**src/rtl/reg_file_pair_pkg.sv**
```systemverilog
// Shared selector/pair codes and the inc/dec sequencer state encoding for
// the CPU register file.
package reg_file_pair_pkg;

    localparam int unsigned REG_B      = 0;
    localparam int unsigned REG_C      = 1;
    localparam int unsigned REG_D      = 2;
    localparam int unsigned REG_E      = 3;
    localparam int unsigned REG_H      = 4;
    localparam int unsigned REG_L      = 5;
    localparam int unsigned REG_HL_IND = 6;
    localparam int unsigned REG_A      = 7;

    localparam int unsigned PAIR_BC = 0;
    localparam int unsigned PAIR_DE = 1;
    localparam int unsigned PAIR_HL = 2;

    typedef enum logic [1:0] {
        ST_IDLE = 2'd0,
        ST_LOW  = 2'd1,
        ST_HIGH = 2'd2
    } incdec_state_e;

endpackage

```
**src/rtl/reg_file_pair_incdec.sv**
```systemverilog
// Two-step register-pair increment/decrement sequencer: low byte first, then
// the high byte with the latched carry/borrow, through one shared byte adder.
module reg_pair_incdec
    import reg_file_pair_pkg::*;
#(
    parameter int unsigned DATA_W = 8,
    parameter int unsigned PSEL_W = 2
) (
    input  logic                clk_i,
    input  logic                rst_ni,
    input  logic                op_valid_i,
    input  logic                op_dec_i,
    input  logic [PSEL_W-1:0]   op_sel_i,
    input  logic [DATA_W-1:0]   rd_data_i,
    output logic                op_ready_o,
    output logic                op_done_o,
    output logic                wr_en_o,
    output logic [PSEL_W:0]     wr_sel_o,
    output logic [DATA_W-1:0]   wr_data_o
);

    incdec_state_e     state_q;
    logic [PSEL_W-1:0] sel_q;
    logic              dec_q;
    logic              carry_q;
    logic              ready_q;
    logic              done_q;

    logic [DATA_W-1:0] addend;
    logic [DATA_W:0]   res;

    // Top bit of the widened result is carry-out on inc and borrow on dec.
    always_comb begin
        addend    = '0;
        addend[0] = (state_q == ST_LOW) ? 1'b1 : carry_q;
        if (dec_q) begin
            res = {1'b0, rd_data_i} - {1'b0, addend};
        end else begin
            res = {1'b0, rd_data_i} + {1'b0, addend};
        end
    end

    assign wr_en_o    = (state_q == ST_LOW) || (state_q == ST_HIGH);
    assign wr_sel_o   = {sel_q, (state_q == ST_LOW)};
    assign wr_data_o  = res[DATA_W-1:0];
    assign op_ready_o = ready_q;
    assign op_done_o  = done_q;

    always_ff @(posedge clk_i) begin
        if (!rst_ni) begin
            state_q <= ST_IDLE;
            sel_q   <= '0;
            dec_q   <= 1'b0;
            carry_q <= 1'b0;
            ready_q <= 1'b1;
            done_q  <= 1'b0;
        end else begin
            done_q <= 1'b0;
            case (state_q)
                ST_IDLE: begin
                    if (op_valid_i) begin
                        sel_q   <= op_sel_i;
                        dec_q   <= op_dec_i;
                        ready_q <= 1'b0;
                        state_q <= ST_LOW;
                    end
                end
                ST_LOW: begin
                    carry_q <= res[DATA_W];
                    state_q <= ST_HIGH;
                end
                ST_HIGH: begin
                    done_q  <= 1'b1;
                    ready_q <= 1'b1;
                    state_q <= ST_IDLE;
                end
                default: begin
                    ready_q <= 1'b1;
                    state_q <= ST_IDLE;
                end
            endcase
        end
    end

endmodule

```
**src/rtl/reg_file_pair.sv**
```systemverilog
// CPU register file: two byte read ports, byte and pair write ports, a pair
// read port and the pair inc/dec engine, with optional write-to-read bypass.
module reg_file_pair
    import reg_file_pair_pkg::*;
#(
    parameter int unsigned DATA_W   = 8,
    parameter int unsigned NUM_REGS = 8,
    parameter int unsigned ZERO_SEL = REG_HL_IND,
    parameter bit          BYPASS   = 1'b1,
    localparam int unsigned SEL_W   = $clog2(NUM_REGS)
) (
    input  logic                clock,
    input  logic                reset_n,
    input  logic [SEL_W-1:0]    out1_sel,
    input  logic [SEL_W-1:0]    out2_sel,
    output logic [DATA_W-1:0]   out1,
    output logic [DATA_W-1:0]   out2,
    input  logic [DATA_W-1:0]   data_in,
    input  logic [SEL_W-1:0]    data_in_sel,
    input  logic                write_reg,
    input  logic [SEL_W-2:0]    pair_sel,
    output logic [2*DATA_W-1:0] pair_out,
    input  logic [2*DATA_W-1:0] pair_in,
    input  logic                write_pair,
    input  logic                op_valid,
    input  logic                op_dec,
    input  logic [SEL_W-2:0]    op_sel,
    output logic                op_ready,
    output logic                op_done
);

    logic [DATA_W-1:0] rf      [NUM_REGS];
    logic              wr_en   [NUM_REGS];
    logic [DATA_W-1:0] wr_data [NUM_REGS];

    logic              eng_we;
    logic [SEL_W-1:0]  eng_sel;
    logic [DATA_W-1:0] eng_wdata;
    logic [DATA_W-1:0] eng_rd;

    logic [SEL_W-1:0]  pair_hi_sel;
    logic [SEL_W-1:0]  pair_lo_sel;

    // Engine operands come from committed storage, never from the bypass path.
    assign eng_rd = rf[eng_sel];

    reg_pair_incdec #(
        .DATA_W (DATA_W),
        .PSEL_W (SEL_W - 1)
    ) u_incdec (
        .clk_i      (clock),
        .rst_ni     (reset_n),
        .op_valid_i (op_valid),
        .op_dec_i   (op_dec),
        .op_sel_i   (op_sel),
        .rd_data_i  (eng_rd),
        .op_ready_o (op_ready),
        .op_done_o  (op_done),
        .wr_en_o    (eng_we),
        .wr_sel_o   (eng_sel),
        .wr_data_o  (eng_wdata)
    );

    // Later assignments override earlier ones: engine > pair > byte.
    always_comb begin
        for (int unsigned i = 0; i < NUM_REGS; i++) begin
            wr_en[i]   = 1'b0;
            wr_data[i] = rf[i];
            if (write_reg && (data_in_sel == SEL_W'(i))) begin
                wr_en[i]   = 1'b1;
                wr_data[i] = data_in;
            end
            if (write_pair && (pair_sel == (SEL_W-1)'(i / 2))) begin
                wr_en[i]   = 1'b1;
                wr_data[i] = ((i % 2) != 0) ? pair_in[DATA_W-1:0]
                                            : pair_in[2*DATA_W-1:DATA_W];
            end
            if (eng_we && (eng_sel == SEL_W'(i))) begin
                wr_en[i]   = 1'b1;
                wr_data[i] = eng_wdata;
            end
            if (i == ZERO_SEL) begin
                wr_en[i] = 1'b0;
            end
        end
    end

    for (genvar g = 0; g < NUM_REGS; g++) begin : g_reg
        if (g == ZERO_SEL) begin : g_zero
            assign rf[g] = '0;
        end else begin : g_store
            logic [DATA_W-1:0] reg_q;
            always_ff @(posedge clock) begin
                if (!reset_n) begin
                    reg_q <= '0;
                end else if (wr_en[g]) begin
                    reg_q <= wr_data[g];
                end
            end
            assign rf[g] = reg_q;
        end
    end

    assign pair_hi_sel = {pair_sel, 1'b0};
    assign pair_lo_sel = {pair_sel, 1'b1};

    assign out1 = (BYPASS && wr_en[out1_sel]) ? wr_data[out1_sel] : rf[out1_sel];
    assign out2 = (BYPASS && wr_en[out2_sel]) ? wr_data[out2_sel] : rf[out2_sel];

    assign pair_out[2*DATA_W-1:DATA_W] =
        (BYPASS && wr_en[pair_hi_sel]) ? wr_data[pair_hi_sel] : rf[pair_hi_sel];
    assign pair_out[DATA_W-1:0] =
        (BYPASS && wr_en[pair_lo_sel]) ? wr_data[pair_lo_sel] : rf[pair_lo_sel];

endmodule

```
**config.mk**
```make
export PLATFORM = sky130hd
export DESIGN_NAME = reg_file_pair
export DESIGN_NICKNAME = d
export VERILOG_FILES = /design/src/rtl/reg_file_pair_pkg.sv /design/src/rtl/reg_file_pair_incdec.sv /design/src/rtl/reg_file_pair.sv
export SDC_FILE = /design/constraint.sdc
export NUM_CORES = 1
export LEC_CHECK = 0
export CORE_UTILIZATION = 55
export CTS_CLUSTER_DIAMETER = 200
export DETAILED_ROUTE_END_ITERATION = 7
export GPL_TIMING_DRIVEN = 0
export PLACE_DENSITY = 0.81
export SYNTH_ARGS = -nofsm -noshare
export SYNTH_HDL_FRONTEND = slang
export SYNTH_SLANG_ARGS = --single-unit
```
**constraint.sdc**
```tcl
create_clock -name clock -period 6.4 [get_ports clock]
set_clock_uncertainty 0.1 [all_clocks]
set_input_delay 1.28 -clock clock [delete_from_list [all_inputs] [get_ports clock]]
set_output_delay 1.28 -clock clock [all_outputs]
set_load 0.02 [all_outputs]
```
==> flow_summary.rst, run 1 <==
.. list-table::
   :header-rows: 1

   * - Metric
     - Value
   * - DR DRC count
     - 0
   * - Clock power share
     - 0.187
   * - Clock slew at reported path FFs
     - 0.06 ns
   * - Syn Area/Cell
     - 8.215 sq um
   * - Category of the most critical setup path
     - input pin to output pin
   * - Seq pwr share
     - 0.190
   * - Count of input and output buffers
     - 69
   * - Worst hold path type
     - register to register
   * - Worst r2r src
     - u_incdec.state_q[1]$_SDFFE_PN0N_
   * - Async S/R FF share, synth
     - 0
   * - Remaining global-route overflow
     - 0
   * - Ratio of total power to cell area
     - 307.3 mW/mm^2
   * - Ports placed on the boundary
     - 77
   * - Number of cell instances on the worst register-to-register path
     - 19
   * - First-pass DRT Iterations
     - 8
   * - YS warnings
     - 0
   * - Required arrival time at the worst endpoint
     - 5.02 ns
   * - Overall routed net length
     - 37080 microns
   * - Source of the critical timing path
     - write_reg
   * - Slew at the pin closest to its max-slew limit
     - 1.297 ns
   * - Number of endpoints with negative hold slack in the final report
     - 0
   * - Critical Path Sink Type
     - output pin
   * - Net switching component of the power
     - 0.001288 W
   * - Global-route wire length before repair
     - 53010 microns
   * - Most used cells in the layout excluding fill and tap cells
     - 88 x sky130_fd_sc_hd__mux2i_1, 81 x sky130_fd_sc_hd__nand2_1, 78 x sky130_fd_sc_hd__nor2_1
   * - Logic pwr share
     - 0.624
   * - Flops & latches, synth
     - 64
   * - Die boundary width
     - 118.3 microns
   * - GRT Total Usage
     - 0.5272
   * - Total half-perimeter wirelength after legalization and detailed placement
     - 25210 microns
   * - Post-route clock period utilization
     - 1.000
   * - Worst setup SP type
     - input pin
   * - Filler cells
     - 1146
   * - Number of rows created at floorplan
     - 42
   * - Most common flop cell mapped by yosys
     - sky130_fd_sc_hd__dfxtp_1
   * - Number of hold buffers added after cts
     - 0
   * - H-Tree Depth
     - 3
   * - Critical Path End
     - out2[6]
   * - Relative max-transition margin
     - 0.1351
   * - Area taken by multi-input logic gates
     - 0.005934 sq mm
   * - Max-Cap Viols
     - 0
   * - CTS tree
     - done
   * - Worst vdd ir
     - 138.9 uV
   * - CTS Buffer Depth
     - 2
   * - Netlist area before placement
     - 0.007435 sq mm
   * - Final total power
     - 0.002748 W
   * - Starting utilization of the core area
     - 0.5637
   * - Via count of the routed design
     - 8953
   * - Number of DRC markers after the initial detailed-route iteration
     - 1393
   * - Standby leakage power
     - 3.539 nW
   * - Number of antenna violations at the first check in global routing
     - 0
   * - Final Core Density
     - 0.6781
   * - Synth Area in Compound Gates
     - 0.2227
   * - Chip height
     - 118.3 microns
   * - Sequential-to-total area share from yosys stat
     - 0.1723
   * - Number of max-slew violations in the final report
     - 0
   * - Maximum number of pins on one net before global-route repair
     - 19
   * - R2R setup slack
     - 2.05 ns
   * - Max Fanout on Critical Path
     - 10
   * - Final setup violation count
     - 0
   * - Min Tclk post-route
     - 6.400 ns
   * - Post-route setup slack
     - 0.0001177 ns
   * - Number of flops mapped to enable cells by yosys
     - 0
   * - Achievable Freq
     - 0.1563 GHz
   * - Worst Hold Margin
     - 0.4065 ns
   * - Storage cell area
     - 0.001282 sq mm
   * - Proportion of total power due to net switching
     - 0.4687
   * - Fraction of final layout cells with drive strength greater than 1
     - 0.1680
   * - Worst setup slack before clock tree synthesis
     - -0.9427 ns
   * - Pint
     - 0.001460 W
   * - Number of buffers created by CTS
     - 9
   * - NumNets Final
     - 1049
   * - Post-synthesis to final-layout area growth
     - 20.30%
   * - Clock sink count
     - 64
   * - Run status
     - completed
   * - Share of synthesized cell area in full adder, half adder and majority cells
     - 0.01683
   * - Multiplexer fraction of the synthesized cell area
     - 0.3230
   * - Final weighted congestion of routability-driven global placement
     - 1.136
   * - Total nets after synthesis
     - 958
   * - CP arrival
     - 5.02 ns
   * - Xor-xnor portion of the synthesized cell area
     - 0.01161
   * - Worst-Skew Late Latency
     - 0.35 ns
   * - Reg-to-reg critical path endpoint
     - g_reg[0].g_store.reg_q[7]$_SDFFE_PN0N_
   * - Clk Tree Root Cell
     - sky130_fd_sc_hd__clkbuf_16
   * - Synth unique cells
     - 66
   * - Simple-gate share of the synthesized area
     - 0.2035
   * - Commonest non-fill, non-tap cell in the layout
     - sky130_fd_sc_hd__mux2i_1
   * - Die outline area
     - 0.01399 sq mm
   * - Average detailed-routed wire length per instance
     - 31.51 microns
   * - Via density per instance
     - 7.607
   * - Final antenna-violating net count
     - 0
   * - Cells after synthesis
     - 905
   * - Core region area
     - 0.01319 sq mm
   * - Largest family of logic cells by synthesized area
     - multiplexers
   * - Number of global-route vias before repair
     - 8348
## through the flow
stage	area, sq um	std cells	setup TNS [ns]
2_1_floorplan	7435	905	0
3_3_place_gp	8346	1150	-14.68
3_5_place_dp	8346	1150	-15.13
4_1_cts	8790	1169	0
5_1_grt	8941	1176	-0.05666
6_report	8944	1177	0
## worst min-delay path by stage
stage,startpoint,end,slack [ns],depth (start not counted)
2_1_floorplan,u_incdec.dec_q$_SDFFE_PN0P_,u_incdec.dec_q$_SDFFE_PN0P_,0.37,2
3_3_place_gp,u_incdec.op_ready_o$_SDFFE_PN1P_,u_incdec.op_ready_o$_SDFFE_PN1P_,0.39,2
3_5_place_dp,u_incdec.op_ready_o$_SDFFE_PN1P_,u_incdec.op_ready_o$_SDFFE_PN1P_,0.39,2
4_1_cts,u_incdec.op_ready_o$_SDFFE_PN1P_,u_incdec.op_ready_o$_SDFFE_PN1P_,0.40,2
5_1_grt,u_incdec.dec_q$_SDFFE_PN0P_,u_incdec.dec_q$_SDFFE_PN0P_,0.45,2
6_report,u_incdec.op_ready_o$_SDFFE_PN1P_,u_incdec.op_ready_o$_SDFFE_PN1P_,0.41,2
## state kept, by name, indices dropped and copies added, names as in the netlist
signal / count
u_incdec.op_done_o: 1
u_incdec.carry_q: 1
u_incdec.sel_q: 2
u_incdec.state_q: 2
u_incdec.dec_q: 1
g.g_store.reg_q: 56
u_incdec.op_ready_o: 1
## kinds of logic after synthesis
kind of cell,after synthesis
AO/OA/AOI/OAI,256
adder cells (fa/ha/maj),10
flip-flops,64
AND/OR/NAND/NOR,304
buffers and inverters,95
multiplexers,167
XOR/XNOR,9
## synth_stat cells, drive strengths merged (4+ instances only)
cell type	number	area share
clkbuf	58	0.029
a22o	5	0.0059
nor3	7	0.0047
and2	41	0.035
nor4bb	4	0.0054
a221oi	4	0.0047
nor2b	27	0.023
a21boi	4	0.0040
nand4	8	0.0067
a22oi	10	0.010
nand2	83	0.042
and3	8	0.0067
a211oi	30	0.030
o211ai	34	0.034
a31oi	4	0.0034
nand3	21	0.014
nor2	80	0.041
xor2	6	0.0071
a21o	8	0.0081
mux4	56	0.17
nand2b	5	0.0042
buf	20	0.012
mux2i	88	0.12
inv	14	0.0071
nand4b	4	0.0047
a21oi	59	0.040
and4	4	0.0047
o21ai	65	0.044
ha	10	0.017
o22ai	4	0.0034
dfxtp	64	0.17
mux2	23	0.035
## power by group through the flow
| stage | registers, W | logic [W] | clock network (W) |
|---|---|---|---|
| global route | 0.000524 | 0.00178 | 0.000520 |
| CTS | 0.000515 | 0.00156 | 0.000503 |
| finish | 0.000522 | 0.00171 | 0.000513 |
| detailed placement | 0.000523 | 0.00142 | 0 |
| global placement | 0.000522 | 0.00141 | 0 |
| floorplan | 0.000496 | 0.000980 | 0 |
## critical path: stages
cell and delay [ns]:
sky130_fd_sc_hd__clkdlybuf4s50_1 0.58, sky130_fd_sc_hd__nor4bb_1 0.29, sky130_fd_sc_hd__clkbuf_4 0.37, sky130_fd_sc_hd__nor3_1 0.21
sky130_fd_sc_hd__mux4_2 0.51, sky130_fd_sc_hd__nor2_1 0.64, sky130_fd_sc_hd__nand2_1 0.37, sky130_fd_sc_hd__a2bb2oi_1 0.21
sky130_fd_sc_hd__or4b_1 0.21, sky130_fd_sc_hd__dlygate4sd2_1 0.34
## layer usage
metal  track usage  vias to the layer above  routed length, microns
met5             0                        -                       0
met4        0.4439                        0                    3631
met3        0.2061                      287                    5899
met2        0.7397                      939                   14860
met1        0.6303                     4116                   12690
li1              -                     3611                       -
## layout make-up
type / instances / area share
Sequential cell: 64 / 0.1434
Timing Repair Buffer: 82 / 0.08716
Buffer: 76 / 0.04169
Multi-Input combinational cell: 746 / 0.6635
Antenna cell: 1 / 0.0002798
Clock inverter: 4 / 0.005036
Clock buffer: 11 / 0.02714
Inverter: 17 / 0.007135
Tap cell: 176 / 0.02462
## repair_timing
item,CTS,global route
pin swaps,3,5
setup buffers,5,7
gates cloned,1,0
endpoints found under the setup margin,30,27
resized for setup,61,46
(Power assumes the default switching activity.)
==> inputs of run 2 (changes only) <==
- SETUP_SLACK_MARGIN: unset -> 0.15
==> run 2 against run 1 <==
  * Register-to-register slack improved by 0.17 ns
  * Global-route usage grew 0.42 points
  * Total power is 1.2% higher
  * Critical path type unchanged
  * Wire length rose by 0.57%
  * Highest routed layer unchanged
  * Clock power about the same
  * Utilization grew 1.4 points
  * Cell count is 0.93% higher
==> flow_summary.rst, run 2 (same netlist as run 1, synthesis figures left out) <==
.. list-table::
   :header-rows: 1

   * - Metric
     - Value
   * - Run status
     - completed
   * - Number of global-route vias before repair
     - 8389 (+0.49%)
   * - Largest register by flop count
     - g.g_store.reg_q
   * - Number of antenna violations at the first check in global routing
     - 0 (unchanged)
   * - Critical Path Sink Type
     - output pin
   * - Logic pwr share
     - 0.628 (+0.004)
   * - Maximum number of pins on one net before global-route repair
     - 11 (-8)
   * - Remaining global-route overflow
     - 0 (unchanged)
   * - Number of buffers created by CTS
     - 9 (unchanged)
   * - GRT Total Usage
     - 0.5314 (+0.004183)
   * - Net switching component of the power
     - 0.001304 W (+1.2%)
   * - Number of DRC markers after the initial detailed-route iteration
     - 1400 (+0.50%)
   * - Ratio of total power to cell area
     - 304.7 mW/mm^2 (-0.81%)
   * - Max Fanout on Critical Path
     - 10 (unchanged)
   * - Clock sink count
     - 64 (unchanged)
   * - Worst setup SP type
     - input pin
   * - CP arrival
     - 4.89 ns (-0.13 ns)
   * - Worst Hold Margin
     - 0.4064 ns (-0.0001510 ns)
   * - Ports placed on the boundary
     - 77 (unchanged)
   * - CTS tree
     - done
   * - Number of hold buffers added after cts
     - 0 (unchanged)
   * - Post-synthesis to final-layout area growth
     - 22.79%
   * - Relative max-transition margin
     - 0.2196 (+0.08457)
   * - Placed standard-cell area
     - 0.008346 sq mm (unchanged)
   * - Number of rows created at floorplan
     - 42 (unchanged)
   * - First-pass DRT Iterations
     - 8 (unchanged)
   * - Worst-Skew Late Latency
     - 0.35 ns (about the same)
   * - Top Registers
     - g.g_store.reg_q: 56 flops, u_incdec.sel_q: 2 flops, u_incdec.state_q: 2 flops
   * - Max-Cap Viols
     - 0 (unchanged)
   * - Final weighted congestion of routability-driven global placement
     - 1.136 (unchanged)
   * - Antenna Cells
     - 0 (-1)
   * - Number of endpoints with negative hold slack in the final report
     - 0 (unchanged)
   * - Final total power
     - 0.002782 W (+1.2%)
   * - Worst setup slack before clock tree synthesis
     - -0.9427 ns (unchanged)
   * - Post-route setup slack
     - 0.1293 ns (+0.1292 ns)
   * - Proportion of total power due to net switching
     - 0.4686 (about the same)
   * - Min Tclk post-route
     - 6.271 ns (-0.1292 ns)
   * - Total half-perimeter wirelength after legalization and detailed placement
     - 25210 microns (unchanged)
   * - Most used cells in the layout excluding fill and tap cells
     - 88 x sky130_fd_sc_hd__mux2i_1, 81 x sky130_fd_sc_hd__nand2_1, 77 x sky130_fd_sc_hd__nor2_1
   * - Pint
     - 0.001478 W (+1.3%)
   * - Worst hold path type
     - register to register
   * - Die boundary width
     - 118.3 microns (unchanged)
   * - Via count of the routed design
     - 9122 (+1.9%)
   * - Clk Tree Root Cell
     - sky130_fd_sc_hd__clkbuf_16
   * - Count of input and output buffers
     - 69 (unchanged)
   * - Final Core Density
     - 0.6921 (+0.01404)
   * - Core region area
     - 0.01319 sq mm (unchanged)
   * - Number of max-slew violations in the final report
     - 0 (unchanged)
   * - Seq pwr share
     - 0.188 (-0.002)
   * - DR DRC count
     - 0 (unchanged)
   * - Achievable Freq
     - 0.1595 GHz (+2.1%)
   * - Chip height
     - 118.3 microns (unchanged)
   * - Max reg flops
     - 56 (unchanged)
   * - Slew at the pin closest to its max-slew limit
     - 1.171 ns (-0.1269 ns)
   * - Overall routed net length
     - 37300 microns (+0.57%)
   * - Setup repair after global routing missed its margin
     - yes
   * - Clock power share
     - 0.184 (-0.003)
   * - Final setup violation count
     - 0 (unchanged)
   * - NumNets Final
     - 1061 (+1.1%)
   * - Standby leakage power
     - 3.652 nW (+3.2%)
   * - H-Tree Depth
     - 3 (unchanged)
   * - Fraction of final layout cells with drive strength greater than 1
     - 0.1966 (+0.02864)
   * - CTS Buffer Depth
     - 2 (unchanged)
   * - Non-Filler Cell Area, Final
     - 0.009129 sq mm (+2.1%)
   * - Commonest non-fill, non-tap cell in the layout
     - sky130_fd_sc_hd__mux2i_1
   * - Required arrival time at the worst endpoint
     - 5.02 ns (about the same)
   * - Starting utilization of the core area
     - 0.5637 (unchanged)
   * - Category of the most critical setup path
     - input pin to output pin
   * - Post-route clock period utilization
     - 0.9798 (-0.02018)
   * - Final antenna-violating net count
     - 0 (unchanged)
   * - Die outline area
     - 0.01399 sq mm (unchanged)
   * - Via density per instance
     - 7.678 (+0.94%)
   * - Clock slew at reported path FFs
     - 0.06 ns (about the same)
   * - Global-route wire length before repair
     - 53260 microns (+0.48%)
   * - Worst vdd ir
     - 145.7 uV (+4.9%)
   * - Average detailed-routed wire length per instance
     - 31.39 microns (-0.36%)
-- run 2: changes by cell type in the layout (fill, tap and decap cells not counted), sizes merged, moves of 2 or more --
| cell | previous run | this run |
|---|---|---|
| buf | 32 | 42 |
| clkdlybuf4s15 | 0 | 2 |
| clkbuf | 70 | 74 |
| dlygate4sd2 | 5 | 1 |
-- run 2: area by class of cell --
class,instances,area (sq um)
plain buffers,78,435.4
clock buffers,11,242.7
clock inverters,4,45.04
fillers,1101,4061
inverters,17,63.81
multi-input cells,746,5968
flip-flops and latches,64,1284
well taps,176,220.2
repair buffers,92,869.6
-- run 2: critical path, stage by stage --
cell	delay, ns
sky130_fd_sc_hd__clkdlybuf4s50_1	0.61
sky130_fd_sc_hd__nand4b_1	0.15
sky130_fd_sc_hd__clkbuf_2	0.48
sky130_fd_sc_hd__nand3_1	0.32
sky130_fd_sc_hd__o2111ai_1	0.92
sky130_fd_sc_hd__o221ai_1	0.24
sky130_fd_sc_hd__a21oi_1	0.22
sky130_fd_sc_hd__clkdlybuf4s50_1	0.64
-- run 2: repair_timing --
item	CTS	global route
gates cloned	1	0
setup endpoints to repair	30	28
resized for setup	84	78
setup buffers	5	17
pin swaps	3	7
-- run 2: stage by stage --
| stage | cells | setup TNS (ns) |
|---|---|---|
| after global placement | 1150 | -14.68 |
| after CTS | 1171 | 0 |
| after detailed placement | 1150 | -15.13 |
| after global routing | 1188 | 0 |
| after floorplan | 905 | 0 |
| final | 1188 | 0 |
-- run 2: worst paths after layout --
kind	from	to	slack [ns]	depth (start not counted)
max	data_in_sel[1]	out2[3]	0.13	8
min	u_incdec.op_ready_o$_SDFFE_PN1P_	u_incdec.op_ready_o$_SDFFE_PN1P_	0.41	2
max reg2reg	u_incdec.state_q[1]$_SDFFE_PN0N_	g_reg[2].g_store.reg_q[7]$_SDFFE_PN0N_	2.22	17
min reg2reg	u_incdec.op_ready_o$_SDFFE_PN1P_	u_incdec.op_ready_o$_SDFFE_PN1P_	0.41	2
-- run 2: power by group through the flow --
stage          clock network (W)  logic (W)  registers, W
2_1_floorplan                  0   0.000980      0.000496
3_3_place_gp                   0    0.00141      0.000522
3_5_place_dp                   0    0.00142      0.000523
4_1_cts                 0.000503    0.00157      0.000515
5_1_grt                 0.000521    0.00181      0.000524
6_report                0.000512    0.00175      0.000522
-- run 2: metal layers --
metal,global-route usage,vias to the layer above,share of wire,wire length (microns)
met5,0,-,0,0
met4,0.4543,0,0.10,3768
met3,0.2037,309,0.16,6051
met2,0.7445,998,0.40,14840
met1,0.6361,4184,0.34,12630
li1,-,3631,-,-
==> inputs of run 3 (changes only) <==
- CTS_BUF_LIST: unset -> sky130_fd_sc_hd__clkbuf_4
==> run 3 against run 2 <==
  * Register-to-register slack better by 0.07 ns
  * Clock-buffer cell count shrank 1
  * Cell count grew 0.34%
  * Wire length barely moved
  * Combinational power is 3% higher
  * Largest power group unchanged
  * Setup slack got worse by 0.083 ns
==> flow_summary.rst, run 3 (same netlist as run 1, synthesis figures left out) <==
.. list-table::
   :header-rows: 1

   * - Metric
     - Value
   * - Core region area
     - 0.01319 sq mm (unchanged)
   * - Maximum number of pins on one net before global-route repair
     - 11 (unchanged)
   * - Final weighted congestion of routability-driven global placement
     - 1.136 (unchanged)
   * - Number of global-route vias before repair
     - 8319 (-0.83%)
   * - Average detailed-routed wire length per instance
     - 31.32 microns (-0.24%)
   * - Chip height
     - 118.3 microns (unchanged)
   * - Number of cell instances on the worst register-to-register path
     - 18 (+1)
   * - Clock slew at reported path FFs
     - 0.12 ns (+0.06 ns)
   * - Post-synthesis to final-layout area growth
     - 22.06%
   * - Ratio of total power to cell area
     - 288.7 mW/mm^2 (-5.3%)
   * - Setup repair after global routing missed its margin
     - yes
   * - Largest register by flop count
     - g.g_store.reg_q
   * - CTS tree
     - done
   * - Post-route setup slack
     - 0.04652 ns (-0.08278 ns)
   * - Clock sink count
     - 64 (unchanged)
   * - DR DRC count
     - 0 (unchanged)
   * - Worst Hold Depth
     - 2 (unchanged)
   * - Cells after DPL
     - 1150 (unchanged)
   * - Top Registers
     - g.g_store.reg_q: 56 flops, u_incdec.sel_q: 2 flops, u_incdec.state_q: 2 flops
   * - Commonest non-fill, non-tap cell in the layout
     - sky130_fd_sc_hd__mux2i_1
   * - Overall routed net length
     - 37330 microns (about the same)
   * - Worst setup slack before clock tree synthesis
     - -0.9427 ns (unchanged)
   * - Final total power
     - 0.002619 W (-5.8%)
   * - First-pass DRT Iterations
     - 6 (-2)
   * - Starting utilization of the core area
     - 0.5637 (unchanged)
   * - NumNets Final
     - 1063 (+0.19%)
   * - Die boundary width
     - 118.3 microns (unchanged)
   * - Max-Cap Viols
     - 0 (unchanged)
   * - Non-Filler Cell Area, Final
     - 0.009075 sq mm (-0.59%)
   * - Standby leakage power
     - 3.652 nW (about the same)
   * - Worst setup SP type
     - register
   * - Final antenna-violating net count
     - 0 (unchanged)
   * - Ports placed on the boundary
     - 77 (unchanged)
   * - Worst-Skew Late Latency
     - 0.52 ns (+0.17 ns)
   * - Via count of the routed design
     - 9109 (-0.14%)
   * - Fraction of final layout cells with drive strength greater than 1
     - 0.2041 (+0.007502)
   * - Achievable Freq
     - 0.1574 GHz (-1.3%)
   * - Final setup violation count
     - 0 (unchanged)
   * - Slew at the pin closest to its max-slew limit
     - 1.174 ns (+0.003052 ns)
   * - Total half-perimeter wirelength after legalization and detailed placement
     - 25210 microns (unchanged)
   * - Most used cells in the layout excluding fill and tap cells
     - 88 x sky130_fd_sc_hd__mux2i_1, 81 x sky130_fd_sc_hd__nand2_1, 76 x sky130_fd_sc_hd__nor2_1
   * - Global-route wire length before repair
     - 53030 microns (-0.44%)
   * - Final instance count without filler cells
     - 1192 (+0.34%)
   * - H-Tree Depth
     - 3 (unchanged)
   * - Min Tclk post-route
     - 6.353 ns (+0.08278 ns)
   * - Remaining global-route overflow
     - 0 (unchanged)
   * - Post-route clock period utilization
     - 0.9927 (+0.01293)
   * - Max reg flops
     - 56 (unchanged)
   * - Required arrival time at the worst endpoint
     - 5.02 ns (about the same)
   * - Die outline area
     - 0.01399 sq mm (unchanged)
   * - CP arrival
     - 4.97 ns (+0.08 ns)
   * - Placed standard-cell area
     - 0.008346 sq mm (unchanged)
   * - Number of max-slew violations in the final report
     - 0 (unchanged)
   * - Clk Tree Root Cell
     - sky130_fd_sc_hd__clkbuf_4
   * - Category of the most critical setup path
     - register to output pin
   * - CTS Buffer Depth
     - 2 (unchanged)
   * - Number of rows created at floorplan
     - 42 (unchanged)
   * - Worst hold path type
     - register to register
   * - Number of DRC markers after the initial detailed-route iteration
     - 1591 (+14%)
   * - GRT Total Usage
     - 0.5270 (-0.004447)
   * - Max Fanout on Critical Path
     - 7 (-3)
   * - R2R setup slack
     - 2.29 ns (+0.07 ns)
   * - Number of buffers created by CTS
     - 9 (unchanged)
   * - Relative max-transition margin
     - 0.2176 (-0.002035)
   * - Worst vdd ir
     - 164.0 uV (+13%)
   * - Run status
     - completed
   * - Via density per instance
     - 7.642 (-0.48%)
   * - Number of antenna violations at the first check in global routing
     - 1 (+1)
   * - Number of endpoints with negative hold slack in the final report
     - 0 (unchanged)
   * - Critical Path Sink Type
     - output pin
   * - Count of input and output buffers
     - 69 (unchanged)
-- run 3: final timing paths --
kind,startpoint,endpoint
worst max-delay path,u_incdec.state_q[1]$_SDFFE_PN0N_,pair_out[3]
worst min-delay path,u_incdec.op_ready_o$_SDFFE_PN1P_,u_incdec.op_ready_o$_SDFFE_PN1P_
worst max register to register,u_incdec.state_q[1]$_SDFFE_PN0N_,g_reg[2].g_store.reg_q[7]$_SDFFE_PN0N_
worst min register to register,u_incdec.op_ready_o$_SDFFE_PN1P_,u_incdec.op_ready_o$_SDFFE_PN1P_
-- run 3: power breakdown --
| part | switching, W | internal [W] | total [W] |
|---|---|---|---|
| clock network | 0.000182 | 0.000118 | 0.000300 |
| registers | 0.0000717 | 0.000451 | 0.000522 |
| logic | 0.00105 | 0.000752 | 0.00180 |
-- run 3: per-stage QoR --
step,utilization,setup TNS [ns],hold WS [ns]
final,0.6880,0,0.4161
after detailed placement,0.6327,-15.13,0.3891
after global placement,0.6327,-14.68,0.3873
after floorplan,-,0,0.3687
after global routing,0.6878,0,0.4611
after CTS,0.6627,0,0.4099
-- run 3: area by class of cell --
class                      count  area [sq um]
sequential                    64          1286
clock buffer                  10         75.07
multi-input combinational    746          6041
fill                        1128          4115
buffer                        78         454.2
antenna                        2         5.005
timing repair buffer          94         880.8
inverter                      17         63.81
tap                          176         220.2
clock inverter                 5         48.80
-- run 3: metal layers --
layer,part of all wire,vias up,GRT usage
met5,0,-,0
met4,0.099,0,0.4527
met3,0.15,291,0.1921
met2,0.41,983,0.7386
met1,0.34,4183,0.6359
li1,-,3652,-
-- run 3: what timing repair did --
action                                  CTS  global route
hold buffers                              0             0
gates cloned                              1             0
pin swaps                                 4            14
setup buffers                            14            10
resized for setup                        95            90
endpoints found under the setup margin   30            26
-- run 3: critical path: stages (launching register included) --
cell and delay, ns:
sky130_fd_sc_hd__dfxtp_2 0.36, sky130_fd_sc_hd__inv_2 0.08, sky130_fd_sc_hd__ha_4 0.13, sky130_fd_sc_hd__buf_6 0.11, sky130_fd_sc_hd__buf_12 0.10, sky130_fd_sc_hd__buf_12 0.13
sky130_fd_sc_hd__mux4_2 0.52, sky130_fd_sc_hd__mux2_4 0.31, sky130_fd_sc_hd__ha_4 0.31, sky130_fd_sc_hd__nand2_1 0.07, sky130_fd_sc_hd__o21bai_2 0.20, sky130_fd_sc_hd__a31oi_2 0.09
sky130_fd_sc_hd__xnor2_1 0.37, sky130_fd_sc_hd__a21oi_1 0.24, sky130_fd_sc_hd__mux4_2 0.53, sky130_fd_sc_hd__a21oi_1 0.25, sky130_fd_sc_hd__clkdlybuf4s50_1 0.66
